<file path="config.mk">
export PLATFORM = sky130hd
export DESIGN_NAME = ysyx_25040111_mem_arb
export DESIGN_NICKNAME = d
export VERILOG_FILES = /design/src/rtl/ysyx_25040111_mem_arb.sv
export SDC_FILE = /design/constraint.sdc
export NUM_CORES = 1
export LEC_CHECK = 0
export CAP_MARGIN = 20
export CORE_ASPECT_RATIO = 2
export CORE_MARGIN = 3
export CORE_UTILIZATION = 31
export DETAILED_ROUTE_END_ITERATION = 6
export PLACE_DENSITY_LB_ADDON = 0.25
export SLEW_MARGIN = 20
export SYNTH_ARGS = -nofsm -noshare
export SYNTH_HDL_FRONTEND = slang
export SYNTH_SLANG_ARGS = --single-unit
export TNS_END_PERCENT = 100
</file>
<file path="constraint.sdc">
create_clock -name clock -period 1.3 [get_ports clock]
set_input_delay 0.325 -clock clock [delete_from_list [all_inputs] [get_ports clock]]
set_output_delay 0.325 -clock clock [all_outputs]
set_load 0.005 [all_outputs]
</file>
<file path="src/rtl/ysyx_25040111_mem_arb.sv">
// Two-requester arbiter (I-cache refill bursts, D-side single accesses) in front of one LSU port.
// Optional round-robin contention resolution: define YSYX_25040111_ARB_RR_EN.
module ysyx_25040111_mem_arb #(
  parameter int CNT_W = 8
) (
  input  logic             clock,
  input  logic             reset,
  // I side
  input  logic             i_req,
  input  logic [31:0]      i_addr,
  input  logic [CNT_W-1:0] i_len,
  output logic [31:0]      i_rdata,
  output logic             i_valid,
  output logic             i_done,
  // D side
  input  logic             d_req,
  input  logic             d_wen,
  input  logic             d_ren,
  input  logic             d_sign,
  input  logic [1:0]       d_mask,
  input  logic [31:0]      d_addr,
  input  logic [31:0]      d_wdata,
  output logic [31:0]      d_rdata,
  output logic             d_done,
  // LSU side
  output logic             m_start,
  output logic             m_wen,
  output logic             m_ren,
  output logic             m_sign,
  output logic [1:0]       m_mask,
  output logic [31:0]      m_addr,
  output logic [31:0]      m_wdata,
  output logic [CNT_W-1:0] m_tlen,
  input  logic [31:0]      m_rdata,
  input  logic             m_valid,
  output logic             busy
);

  typedef enum logic [1:0] {
    IDLE  = 2'd0,
    ISSUE = 2'd1,
    WAIT  = 2'd2
  } state_t;

  state_t             state_r;
  state_t             state_nxt_s;
  logic               owner_r;      // 0 = I, 1 = D
  logic [CNT_W-1:0]   cnt_r;
  logic               wen_r;
  logic               ren_r;
  logic               sign_r;
  logic [1:0]         mask_r;
  logic [31:0]        addr_r;
  logic [31:0]        wdata_r;
  logic [CNT_W-1:0]   tlen_r;
  logic               start_r;
  logic               busy_r;

  logic               take_s;
  logic               grant_d_s;
  logic               i_valid_s;
  logic               i_done_s;
  logic               d_done_s;

`ifdef YSYX_25040111_ARB_RR_EN
  logic               last_r;       // side granted most recently: 0 = I, 1 = D

  // Round-robin: under contention grant the side that was not granted last.
  always_comb begin
    grant_d_s = 1'b0;
    if (d_req && (!i_req || !last_r)) begin
      grant_d_s = 1'b1;
    end else begin
      grant_d_s = 1'b0;
    end
  end

  // Last-grant history, updated on every grant.
  always_ff @(posedge clock) begin
    if (reset) begin
      last_r <= 1'b0;
    end else if (take_s) begin
      last_r <= grant_d_s;
    end
  end
`else
  // Fixed priority: D wins whenever it requests.
  always_comb begin
    grant_d_s = 1'b0;
    if (d_req) begin
      grant_d_s = 1'b1;
    end else begin
      grant_d_s = 1'b0;
    end
  end
`endif

  // Response strobes are only meaningful in WAIT and only toward the current owner.
  always_comb begin
    i_valid_s = 1'b0;
    i_done_s  = 1'b0;
    d_done_s  = 1'b0;
    if (state_r == WAIT && m_valid) begin
      if (owner_r) begin
        d_done_s = 1'b1;
      end else begin
        i_valid_s = 1'b1;
        i_done_s  = (cnt_r == tlen_r);
      end
    end else begin
      i_valid_s = 1'b0;
      i_done_s  = 1'b0;
      d_done_s  = 1'b0;
    end
  end

  // Next-state decode.
  always_comb begin
    state_nxt_s = state_r;
    take_s      = 1'b0;
    case (state_r)
      IDLE: begin
        if (i_req || d_req) begin
          state_nxt_s = ISSUE;
          take_s      = 1'b1;
        end else begin
          state_nxt_s = IDLE;
        end
      end
      ISSUE: begin
        state_nxt_s = WAIT;
      end
      WAIT: begin
        if (i_done_s || d_done_s) begin
          state_nxt_s = IDLE;
        end else begin
          state_nxt_s = WAIT;
        end
      end
      default: begin
        state_nxt_s = IDLE;
      end
    endcase
  end

  // State register plus start/busy flags registered from the next state.
  always_ff @(posedge clock) begin
    if (reset) begin
      state_r <= IDLE;
      start_r <= 1'b0;
      busy_r  <= 1'b0;
    end else begin
      state_r <= state_nxt_s;
      start_r <= (state_nxt_s == ISSUE);
      busy_r  <= (state_nxt_s != IDLE);
    end
  end

  // Command fields captured at grant; held until the next grant so m_* never moves mid-transaction.
  always_ff @(posedge clock) begin
    if (reset) begin
      owner_r <= 1'b0;
      wen_r   <= 1'b0;
      ren_r   <= 1'b0;
      sign_r  <= 1'b0;
      mask_r  <= 2'b00;
      addr_r  <= 32'h0000_0000;
      wdata_r <= 32'h0000_0000;
      tlen_r  <= {CNT_W{1'b0}};
    end else if (take_s) begin
      if (grant_d_s) begin
        owner_r <= 1'b1;
        wen_r   <= d_wen;
        ren_r   <= d_ren;
        sign_r  <= d_sign;
        mask_r  <= d_mask;
        addr_r  <= d_addr;
        wdata_r <= d_wdata;
        tlen_r  <= {CNT_W{1'b0}};
      end else begin
        owner_r <= 1'b0;
        wen_r   <= 1'b0;
        ren_r   <= 1'b1;
        sign_r  <= 1'b0;
        mask_r  <= 2'b11;
        addr_r  <= i_addr;
        wdata_r <= 32'h0000_0000;
        tlen_r  <= i_len;
      end
    end
  end

  // Beat counter: cleared on entering ISSUE, advanced on every I beat.
  always_ff @(posedge clock) begin
    if (reset) begin
      cnt_r <= {CNT_W{1'b0}};
    end else if (state_nxt_s == ISSUE) begin
      cnt_r <= {CNT_W{1'b0}};
    end else if (i_valid_s) begin
      cnt_r <= cnt_r + {{(CNT_W-1){1'b0}}, 1'b1};
    end
  end

  assign m_start = start_r;
  assign busy    = busy_r;
  assign m_wen   = wen_r;
  assign m_ren   = ren_r;
  assign m_sign  = sign_r;
  assign m_mask  = mask_r;
  assign m_addr  = addr_r;
  assign m_wdata = wdata_r;
  assign m_tlen  = tlen_r;

  // Read data is passed through in the strobe cycle and forced to zero otherwise.
  assign i_valid = i_valid_s;
  assign i_done  = i_done_s;
  assign i_rdata = i_valid_s ? m_rdata : 32'h0000_0000;
  assign d_done  = d_done_s;
  assign d_rdata = d_done_s ? m_rdata : 32'h0000_0000;

endmodule

</file>
==> out/metrics.cfg, run 1 <==
[status]
outcome=complete, but fails checks
violations=negative setup slack

[route]
ant_nets=0
drc=0
dr_total_vias=4776
routed_wl_mm=18.0
routed_via_density=5.04
drt_pass1_iterations=4
drtIter0Drc=139
wl_per_cell_um=19.0

[die]
dieArea_sq_um=14300
core_area_sq_um=12300
die_x_um=86.1
num_rows=57
start_util_pct=32.2
die_h_um=166
ioPinCount=292

[power_and_ir_drop]
ir_drop_v=0.000756
intPower_mw=6.32
swShare_pct=28.3
fin_total_pwr_mw=8.81
power_frac_seq_pct=36.1
p_sw_mw=2.50
power.density_nw_per_um2=1000
clockPowerShare_pct=29.9
p_leak_nw=3.87
pwr-share-comb_pct=33.9

[place]
hpwl_mm=11.7
gp_congestion=0.796
portBuffers=291
place_area_sq_um=7330

[clock_tree]
cts_hold_buf=0
cts_tree=yes
clock_latency_ps=340
numCtsBuffers=9
clk_pin_slew_ps=60
clockRootBuffer=clkbuf_16
clock_sinks=90
cts_buffer_depth=2
htreeDepth=3

[yosys]
synth_top_area_cell=dfxtp_1
ys_seq_area_share_pct=45.3
synthesis.nets=587
ys.flop_type=dfxtp_1
synth_edf_count=0
ys_seq_elements=90
yosys-top-cells-count=dfxtp_1, nor2_1, and2_1
syn_inst=440
synth_area_leaders=dfxtp_1, and2_1, mux2i_1
yosys_warnings=0
synth_top_area_share_pct=45.3
synth.avg_cell_area_sq_um=9.04
synth.most_common_cell=dfxtp_1
synthesis.area_sq_um=3980
async_flop_share_pct=0
synth.distinct_cells=29

[timing]
max_clock_freq_ghz=0.516
slew-limit-headroom_pct=75.2
clock_skew_ps=9.08
worst_hold_slack_ps=424
fin_crit_sh_pct=149
setup_viol=157
report.final.slew_viol_count=0
fin_ws_ps=-637
hold_violations=0
worstMarginPinSlew_ps=361
rsz0062_at_grt=yes
fin_crit_ps=1940

[setup_path]
crit_path_max_fanout=8
reg2reg_slack_ps=-280
worstReg2RegEnd=m_addr[8]$_SDFFE_PP0P_
critPathKind=flop to primary output
startpoint_type=flop
rr_startpoint=state_r[0]$_SDFF_PP0_
cp-end-kind=primary output
required_ps=980
r2r_cells=8
crit_arrival_ps=1610

[min_path]
min_path_cells=3
hold_class=input pin to flop
min_from=reset
whs_endpoint=cnt_r[0]$_SDFFE_PP0P_

[global_route]
grt_pass1_vias=5043
grt_pass1_wl_mm=26.5
antenna_found_initial=1
grtUsageTotal_pct=23.9
grt-ovfl-total=0
grt_max_degree=57

[cells_and_area]
fillCellCount=923
drive_gt1_share_pct=42.8
final_nets=943
final_util_pct=71.4
stdcell_area_sq_um=8800
area_growth_pct=121

[run]
cap_violations=0

==> layer usage <==
metal  vias up  global-route usage (%)  routed length, um
met2       267                    47.1              10200
met5         -                       0                  0
met4         0                    11.4                813
li1       2230                       -                  -
met3        45                    5.66               1480
met1      2234                    21.6               5480
==> through the flow <==
step	setup TNS [ps]	std cells	setup slack (ps)
finish	-53880	948	-637
global route	-63780	948	-711
CTS	-55310	948	-697
detailed placement	-90240	882	-1030
global placement	-85270	882	-994
floorplan	-486	440	-35.3
==> critical path: stages (launching register included) <==
cell	delay [ps]
dfxtp_2	340
and4bb_4	370
buf_4	120
buf_8	130
buf_4	110
and2_4	130
buf_6	80
==> worst max path at each step <==
stage	start	end	cells after the start
detailed placement	m_valid	i_done	5
global route	state_r[0]$_SDFF_PP0_	d_rdata[19]	5
floorplan	state_r[0]$_SDFF_PP0_	i_done	3
CTS	owner_r$_SDFFE_PP0P_	d_rdata[25]	7
finish	owner_r$_SDFFE_PP0P_	i_rdata[28]	6
global placement	m_valid	i_done	5
==> state kept, by name (all words and copies together) (netlist names) <==
signal,flops
busy,1
cnt_r,8
m_addr,32
m_mask,2
m_ren,1
m_sign,1
m_start,1
m_tlen,8
m_wdata,32
m_wen,1
owner_r,1
state_r,2
==> cell usage in the layout (no fill, tap or decap), types with 23 or more instances in the layout <==
master           count
nor2_1              72
a22oi_2             32
dlygate4sd2_1       47
and2_4              46
dfxtp_1             66
buf_6               74
buf_2               23
clkdlybuf4s50_1    142
dfxtp_2             24
buf_4               35
mux2i_1             32
==> logic make-up (layout without fill, tap and decap cells) <==
logic type | after synthesis | count (layout) | synth area share (%)
AOI/OAI and AO/OA | 82 | 82 | 14.8
xor gates and xnor gates | 15 | 15 | 3.30
adders and majority gates | 1 | 1 | 0.315
buffers and inverters | 39 | 399 | 4.72
DFF | 90 | 90 | 45.3
muxes | 33 | 33 | 8.31
other | 0 | 1 | 0
and+or+nand+nor | 180 | 180 | 23.3
==> power by group through the flow <==
stage	logic, mW	registers (mW)	clock network [mW]
4_1_cts	2.86	3.16	2.67
3_5_place_dp	2.12	3.21	0
6_report	2.99	3.19	2.64
5_1_grt	3.16	3.22	2.81
3_3_place_gp	2.08	3.20	0
2_1_floorplan	0.751	3.23	0
==> final cells by class <==
class	count	area [sq um]	area share [%]
clock buffer	9	225	2.56
sequential	90	1830	20.8
timing repair buffer	384	3990	45.4
tap	147	184	2.09
antenna	1	2.50	0.0284
multi-input combinational	311	2490	28.3
clock inverter	6	73.8	0.839
==> repair_timing <==
| action | CTS | global route |
|---|---|---|
| setup buffers | 32 | 10 |
| pin swaps | 46 | 23 |
| gates resized for setup | 489 | 168 |
| gates cloned | 19 | 3 |
| setup endpoints to repair | 234 | 184 |
Power figures use the tool's default switching activity.
==> run 2: changes to the inputs <==
- ABC_AREA: default -> 1
- CTS_CLUSTER_DIAMETER: default -> 120
==> out/metrics.cfg, run 2 <==
[status]
outcome=complete, but fails checks
violations=negative setup slack

[place]
gp_congestion=0.828
place_area_sq_um=7620
hpwl_mm=12.5
post-place-ws_ps=-1070
portBuffers=291

[setup_path]
required_ps=980
worst-path-buf-inv=6
crit_chain=inv_2 > nand3_4 > nor2_4 > clkinv_4 > buf_12 > buf_12 > buf_8 > nor2_4 > buf_2
crit_path_max_fanout=6
r2r_cells=14
slowest_stage=dfxtp_2
crit_arrival_ps=1630
worst_path_largest_cell_delay_ps=320
critPathKind=flop to primary output
cp-end-kind=primary output
reg2reg_slack_ps=-470
critical-path-top-delay-family=buffers and inverters
startpoint_type=flop
crit_cells=9

[die]
num_rows=58
start_util_pct=31.7
dieArea_sq_um=14400
die_x_um=86.4
die_h_um=167
ioPinCount=292
core_area_sq_um=12600

[timing]
report.final.slew_viol_count=0
slew-limit-headroom_pct=77.8
worstMarginPinSlew_ps=333
rsz0062_at_grt=yes
fin_crit_sh_pct=151
hold_violations=0
setup_viol=157
clock_skew_ps=16.0
finalSetupTns_ps=-49880
fin_ws_ps=-658
max_clock_freq_ghz=0.511
fin_crit_ps=1960

[yosys]
synthesis.area_sq_um=4010
synthesis.nets=727
syn_inst=580
synth_top_area_share_pct=44.9
synth.most_common_cell=nand2_1
yosys_warnings=0
ys_seq_elements=90
synth_edf_count=0
async_flop_share_pct=0
synth.avg_cell_area_sq_um=6.91
ys_seq_area_share_pct=44.9
synth_top_area_cell=dfxtp_1
yosys-top-cells-count=nand2_1, dfxtp_1, nor2_1
ys.flop_type=dfxtp_1
synth.distinct_cells=28
synth_area_leaders=dfxtp_1, nand2_1, nor2_1

[cells_and_area]
area_growth_pct=133
final_util_pct=74.1
stdcell_area_sq_um=9350
layout_common_cells=clkdlybuf4s50_1, nand2_1, dfxtp_1, dlygate4sd2_1, buf_2
final_nets=1098
drive_gt1_share_pct=44.9
layout_commonest_cell=clkdlybuf4s50_1
diodes=0

[clock_tree]
cts_tree=yes
numCtsBuffers=9
cts_buffer_depth=2
clockRootBuffer=clkbuf_16
clk_pin_slew_ps=60
htreeDepth=3
clock_sinks=90
cts_hold_buf=0
clock_latency_ps=340

[power_and_ir_drop]
power.density_nw_per_um2=940
fin_total_pwr_mw=8.79
p_leak_nw=4.29
ir_drop_v=0.00122

[global_route]
grt_pass1_wl_mm=26.8
grt_pass1_vias=5534
grt_max_degree=43
grt-ovfl-total=0
antenna_found_initial=0
grtUsageTotal_pct=24.0

[route]
drt_pass1_iterations=4
routed_wl_mm=20.2
dr_total_vias=5561
wl_per_cell_um=18.3
ant_nets=0
drtIter0Drc=170
routed_via_density=5.03
drc=0

[min_path]
hold_class=input pin to flop
min_path_cells=2

[run]
cap_violations=0

## run 2: cell types whose count changed after synthesis, moves of 22 or more
cell and delta:
o21ai_1 +22, nand2_1 +161, a31oi_1 +32, a21oi_1 +32, and2_1 -64, inv_1 +54
a22oi_1 -34, a211oi_1 -33, mux2i_1 -33
## run 2: cell families after synthesis
family / synth area share (%)
adder cells (fa/ha/maj): 0.312
AO/OA/AOI/OAI: 17.0
buffers and inverters: 10.5
AND/OR/NAND/NOR: 26.3
flip-flops: 44.9
XOR/XNOR: 0.874
## run 2: final timing paths
kind	to	start
worst max register to register	cnt_r[4]$_SDFFE_PP0P_	state_r[0]$_SDFF_PP0_
worst min register to register	m_wdata[1]$_SDFFE_PP0P_	m_wdata[1]$_SDFFE_PP0P_
worst max-delay path	i_rdata[9]	state_r[0]$_SDFF_PP0_
worst min-delay path	owner_r$_SDFFE_PP0P_	reset
## run 2: final cells by class
class	instances	area, sq um
repair buffers	397	3900
fillers	915	3280
multi-input cells	394	2870
flip-flops and latches	90	1830
clock buffers	11	253
inverters	58	245
well taps	150	188
clock inverters	5	60.1
repair inverters	1	6.26
## run 2: metrics by stage
stage / instances / hold slack (ps)
after floorplan: 580 / 457
after global placement: 1040 / 451
after detailed placement: 1040 / 454
after CTS: 1089 / 316
after global routing: 1106 / 320
final: 1106 / 316
## run 2: layer usage
layer	wire length, um	part of all wire [%]	GRT usage [%]
met1	6000	30	19.6
met2	11400	56	48.4
met3	1820	9.0	7.18
met4	1030	5.1	11.6
met5	0	0	0
## run 2: worst reg2reg max path, cell delays in order (launching register included)
cell and delay [ps]:
dfxtp_2 320, inv_2 80, nand3_4 80, nor2_4 160
buf_4 130, buf_6 90, buf_6 80, buf_6 80
buf_6 90, buf_6 110, nand3_4 100, nor2_4 100
xor2_1 140, inv_1 50, nor2_1 100
## run 2: where the power goes
group          internal (mW)  switching [mW]  leakage (nW)
Combinational           1.56            1.32          3.39
Sequential              3.02           0.178         0.750
Clock                   1.60            1.11         0.152
## run 2: what timing repair did
item | CTS | global route
pin swaps | 19 | 43
gates resized for setup | 482 | 236
gates cloned | 9 | 13
endpoints found under the setup margin | 231 | 157
setup buffers | 27 | 11
